$ cat config.mk
export PLATFORM = sky130hd
export DESIGN_NAME = traffic_state_sequencer
export DESIGN_NICKNAME = d
export VERILOG_FILES = /design/src/rtl/traffic_state_sequencer.sv
export SDC_FILE = /design/constraint.sdc
export NUM_CORES = 1
export LEC_CHECK = 0
export ABC_AREA = 1
export BUFFER_PORTS_ARGS = -buffer_cell sky130_fd_sc_hd__buf_2
export CAP_MARGIN = 15
export CORE_UTILIZATION = 50
export CTS_CLUSTER_DIAMETER = 150
export CTS_CLUSTER_SIZE = 8
export DETAILED_ROUTE_END_ITERATION = 10
export PLACE_DENSITY = 0.82
export SLEW_MARGIN = 20
export SYNTH_ARGS = -nofsm -noshare
export SYNTH_HDL_FRONTEND = slang
export SYNTH_SLANG_ARGS = --single-unit
$ cat constraint.sdc
create_clock -name Clk_i -period 5 [get_ports Clk_i]
set_clock_uncertainty 0.2 [all_clocks]
set_input_delay 0.25 -clock Clk_i [delete_from_list [all_inputs] [get_ports Clk_i]]
set_output_delay 0.25 -clock Clk_i [all_outputs]
set_load 0.1 [all_outputs]
$ cat src/rtl/traffic_state_sequencer.sv
// Phase register and dwell timer for the highway/farm-road traffic light controller.
// Sequences HG -> HY -> FG -> FY -> HG on timebase ticks, driven by the farm-road car sensor.
module traffic_state_sequencer #(
   parameter int unsigned LONG_T  = 20,
   parameter int unsigned SHORT_T = 4,
   parameter int unsigned TW      = 8
) (
   input  logic          Clk_i,
   input  logic          RstN_i,
   input  logic          Tick_i,
   input  logic          Car_i,
   output logic [1:0]    CurrentState_o,
   output logic          StateChange_o,
   output logic [TW-1:0] TimerCount_o
);

   // Encodings are consumed directly by the light decoder.
   typedef enum logic [1:0] {
      StHwyGreen  = 2'b00,
      StHwyYellow = 2'b01,
      StFarmGreen = 2'b10,
      StFarmYellow = 2'b11
   } state_e;

   localparam logic [TW-1:0] LongLast  = TW'(LONG_T - 1);
   localparam logic [TW-1:0] ShortLast = TW'(SHORT_T - 1);

   state_e        state_q, state_d;
   logic [TW-1:0] timer_q, timer_d;
   logic          change_q, change_d;
   logic          leave;
   state_e        next_state;

   // Exit decision and next phase; only meaningful on tick cycles.
   always_comb begin
      leave      = 1'b0;
      next_state = state_q;
      unique case (state_q)
         StHwyGreen: begin
            leave      = Car_i && (timer_q == LongLast);
            next_state = StHwyYellow;
         end
         StHwyYellow: begin
            leave      = (timer_q == ShortLast);
            next_state = StFarmGreen;
         end
         StFarmGreen: begin
            // An empty farm road ends farm green immediately, even on its first tick.
            leave      = !Car_i || (timer_q == LongLast);
            next_state = StFarmYellow;
         end
         StFarmYellow: begin
            leave      = (timer_q == ShortLast);
            next_state = StHwyGreen;
         end
         default: begin
            leave      = 1'b0;
            next_state = state_q;
         end
      endcase
   end

   // Next-state for phase, dwell timer and change strobe.
   always_comb begin
      state_d  = state_q;
      timer_d  = timer_q;
      change_d = 1'b0;
      if (Tick_i) begin
         if (leave) begin
            state_d  = next_state;
            timer_d  = '0;
            change_d = 1'b1;
         end else if (timer_q != LongLast) begin
            // Saturation only bites in highway green while no car is waiting.
            timer_d = timer_q + 1'b1;
         end
      end
   end

   // State registers with synchronous active-low reset.
   always_ff @(posedge Clk_i) begin
      if (!RstN_i) begin
         state_q  <= StHwyGreen;
         timer_q  <= '0;
         change_q <= 1'b0;
      end else begin
         state_q  <= state_d;
         timer_q  <= timer_d;
         change_q <= change_d;
      end
   end

   assign CurrentState_o = state_q;
   assign StateChange_o  = change_q;
   assign TimerCount_o   = timer_q;

endmodule
# Word-level counts from Yosys, hierarchy flattened

Cells that the tools add are included.

Register bits: 11
Latch bits: 0
Memory bits (writable): 0
Memory bits (read-only): 0
Bits of input ports: 4
Logic and storage cells: 24
Memories kept: 0

$add $sub $neg: 1
Multiply operators: 0
Divide/modulo/power cells: 0
Magnitude comparators: 0
Eq/ne operators: 6
Shift-type cells: 0
Multiplexer cells: 5
Bitwise gates (word level): 0
Reduce and logical (&&, ||, !) cells: 9

Operator list:

| kind                  | count |
|---|---|
| $mux W8               | 2 |
| $add A8 B1 Y8 const B | 1 |
| $eq A8 B2 Y1 const B  | 1 |
| $eq A8 B5 Y1 const B  | 1 |
| $ne A8 B5 Y1 const B  | 1 |
| $pmux W2 S4           | 1 |
| $reduce_and A2 Y1     | 3 |
| $eq A2 B2 Y1 const B  | 2 |
| $pmux W1 S3           | 1 |
| $eq A2 B1 Y1 const B  | 1 |
| $logic_not A2 Y1      | 1 |
| $reduce_bool A2 Y1    | 1 |
| $reduce_or A2 Y1      | 1 |
| $logic_and A1 B1 Y1   | 1 |
| $logic_not A1 Y1      | 1 |
| $logic_or A1 B1 Y1    | 1 |
| $mux W1               | 1 |

# Logic depth before layout (Yosys ltp)

Depth after elaboration: 5
Gate-level depth with buffers: 12
Mapped depth without buffers: 12

# Worst setup path before layout

No wires, ideal clock.

Path type: reg2reg
From: reg state_q[0] (netlist: CurrentState_o[0])
To: reg timer_q[3] (netlist: TimerCount_o[3])
Arrival time: 2.227 ns
Path slack: 2.502 ns
Cell stages (with the launch flop): 9
Clock period less this slack: 2.498 ns
Cell sequence: dfxtp_1 > inv_1 > ha_1 > or2_2 > nand2_2 > nand2_4 > nand3_4 > nand3_1 > a21oi_1

Cells in the longest elaborated chain, start to end: 5
Elaborated cells between the ends (all ways): 9

RTL lines:

| element                                      | RTL line | RTL |
|---|---|---|
| start, declared                              | 28       | `state_e state_q, state_d;` |
| start signal, assigned                       | 83       | `state_q <= StHwyGreen;` |
| start signal, assigned                       | 87       | `state_q <= state_d;` |
| $eq A2 B2 Y1 or $eq A2 B1 Y1 (tied branches) | 38       | `unique case (state_q)` |
| $reduce_or A2 Y1 (no line)                   | --       |  |
| $pmux W1 S3 (*)                              | 38       |  |
| $reduce_bool A2 Y1 (no line)                 | --       |  |
| $reduce_and A2 Y1 (no line)                  | --       |  |
| end signal, assigned                         | 88       | `timer_q <= timer_d;` |
| end, declared                                | 29       | `logic [TW-1:0] timer_q, timer_d;` |

Mark *: on every way between the ends. The rest lies on a longest branch, timed or not.
A chain may end at the register's enable or synchronous reset.

# Worst setup path in the final report

From: reg state_q[0] (netlist: CurrentState_o[0])
To: reg timer_q[0] (netlist: TimerCount_o[0])

Same word-level chain as after synthesis.

==> impl_metrics.env <==
export IMPL_status="finished, final reports clean"
export IMPL_hold_slack_ns=0.0324
export IMPL_rsz0062_at_grt="false"
export IMPL_ir_drop_uv=156
export IMPL_hp_class="in2reg"
export IMPL_synth_avg_cell_area_um2=7.47
export IMPL_slew_headroom_pct=67.8
export IMPL_grt_pass1_vias=562
export IMPL_diodes=0
export IMPL_port_buffers=14
export IMPL_arrival_ns=1.85
export IMPL_postCtsHoldBufs=0
export IMPL_finalCritPeriodShare_pct=37.0
export IMPL_hp_start="RstN_i"
export IMPL_postPlaceCellArea_um2=847
export IMPL_layout_commonest_cell="nand2_1"
export IMPL_ctsResizeCount=0
export IMPL_path_clk_slew_ns=0.07
export IMPL_die_h_um=41.2
export IMPL_seqPwrFrac_pct=50.1
export IMPL_yosys_top_cells_area="dfxtp_1 29%, nand3_1 9.1%, nand2_1 8.8%"
export IMPL_p_int_mw=0.127
export IMPL_cp_required_ns=5.00
export IMPL_io_pins=15
export IMPL_hold_violations=0
export IMPL_design_area_um2=873
export IMPL_cts_buffers=3
export IMPL_grt_usage_pct=21.1
export IMPL_switching_power_mw=0.0562
export IMPL_combPwrFrac_pct=17.3
export IMPL_post_route_min_period_ns=1.85
export IMPL_wl_per_cell_um=11.6
export IMPL_dpl_hpwl_mm=1.26
export IMPL_max_freq_ghz=0.540
export IMPL_synth_area_um2=769
export IMPL_cts_max_level=1
export IMPL_ys_ff_latch=11
export IMPL_area_growth_pct=13.5
export IMPL_cts_tree="built"
export IMPL_start_util_pct=56.3
export IMPL_coreArea_um2=1370
export IMPL_gp_congestion=0.883
export IMPL_wl_mm=1.56
export IMPL_cts_path_max_buffers=2
export IMPL_vias=693
export IMPL_cts_sinks=11
export IMPL_timing_max_transition_violations_final=0
export IMPL_syn_inst=103
export IMPL_grt_pass1_wl_mm=2.28
export IMPL_netlist_cell_type_count=19
export IMPL_crit_type="reg2reg"
export IMPL_p_leak_nw=0.451
export IMPL_cts_setup_buffers=0
export IMPL_setup_viol=0
export IMPL_yosysSeqAreaShare_pct=28.6
export IMPL_cp_startpoint="CurrentState_o[0]"
export IMPL_worst_slew_pin_slew_ns=0.486
export IMPL_overflow=0
export IMPL_synth_top_cell_by_area="dfxtp_1"
export IMPL_final_nets=130
export IMPL_fp_row_count=13
export IMPL_cap_violations=0
export IMPL_vias_per_cell=5.13
export IMPL_clkLatencyLatePin_ns=0.26
export IMPL_drt_initial_drc_count=15
export IMPL_ant_nets=0
export IMPL_first_pass_iters=4
export IMPL_final_cell_mix="18 x nand2_1, 14 x nand3_1, 14 x buf_2, 12 x inv_1, 11 x dfxtp_1"
export IMPL_power_share_switching_pct=30.7
export IMPL_die_x_um=41.2
export IMPL_powerDensity_nw_per_um2=210
export IMPL_drive_above_1_share_pct=27.5
export IMPL_synthesis_nets=112
export IMPL_r2r_start="CurrentState_o[0]"
export IMPL_die_area_um2=1700
export IMPL_yosysTopAreaCellShare_pct=28.6
export IMPL_crit_path_start_kind="flip-flop"
export IMPL_root_buffer="clkbuf_4"
export IMPL_yosysWarnings=0
export IMPL_clkPwrFrac_pct=32.6
export IMPL_antenna_found_initial=0
export IMPL_path_max_fanout=8
export IMPL_drcViolationCount=0
export IMPL_grt_max_degree=10
export IMPL_fin_setup_tns_ns=0
export IMPL_end_kind="flip-flop"
[registers in the layout (all words and copies together), names as in the netlist]
signal / count
CurrentState_o: 2
StateChange_o: 1
TimerCount_o: 8
[synthesized netlist by cell type]
master / n
xor2_1: 5
inv_2: 3
nor3b_2: 1
buf_6: 1
inv_1: 12
or2_2: 1
nor3_1: 1
nand2_2: 2
o21ai_1: 2
nor2_4: 3
nand2_4: 5
nand2_1: 18
nand3_1: 14
nor2_1: 8
nand4_1: 3
dfxtp_1: 11
nand3_4: 1
ha_1: 5
a21oi_1: 7
[power groups by stage]
stage	logic, mW	registers (mW)	clock network (mW)
after floorplan	0.0108	0.108	0
after global placement	0.0311	0.0935	0
after detailed placement	0.0315	0.0937	0
after CTS	0.0317	0.0916	0.0600
after global routing	0.0336	0.0918	0.0646
final	0.0316	0.0917	0.0597
[cell families (layout without fill, tap and decap cells)]
kind of cell | after synthesis | in the layout | synth area share, %
AOI/OAI and AO/OA | 9 | 9 | 5.85
xor gates and xnor gates | 5 | 5 | 5.69
adders and majority gates | 5 | 5 | 8.13
buffers and inverters | 16 | 33 | 8.78
DFF | 11 | 11 | 28.6
and+or+nand+nor | 57 | 57 | 42.9
[final cells by class]
type	instances	area, µm²
fillers	140	493
multi-input cells	76	482
flip-flops and latches	11	220
repair buffers	14	70.1
inverters	15	56.3
clock buffers	4	26.3
well taps	15	18.8
[routing by layer]
metal / share of wire (%) / wire length (µm) / up-vias / global-route usage [%]
met5: 0 / 0 / - / 0
met3: 5.4 / 84 / 0 / 4.89
li1: - / - / 365 / -
met4: 0 / 0 / 0 / 7.26
met2: 47 / 740 / 17 / 34.4
met1: 47 / 738 / 311 / 27.1
[worst max-delay path, cell delays in order (launching register included)]
cell	delay (ns)
dfxtp_1	0.38
inv_1	0.10
ha_1	0.25
or2_2	0.31
nand2_2	0.09
nand2_4	0.07
nand2_4	0.11
nand2_1	0.06
nand2_1	0.09
nor2_1	0.05
nor2_1	0.09
[stage by stage]
stage / setup WS, ns / util, % / total power, mW / std cells
2_1_floorplan: 2.50 / - / 0.118 / 103
3_3_place_gp: 3.21 / 62.0 / 0.125 / 131
3_5_place_dp: 3.15 / 62.0 / 0.125 / 131
4_1_cts: 3.13 / 63.9 / 0.183 / 135
5_1_grt: 3.02 / 63.9 / 0.190 / 135
6_report: 3.15 / 63.9 / 0.183 / 135
[worst paths after layout]
check                                        to  slack, ns  depth (start not counted)
worst min register to register  TimerCount_o[1]       0.33                          2
worst max-delay path            TimerCount_o[0]       3.15                         10
worst max register to register  TimerCount_o[0]       3.15                         10
worst min-delay path            TimerCount_o[7]       0.03                          3
No activity file was read; power rests on OpenSTA's default activity.
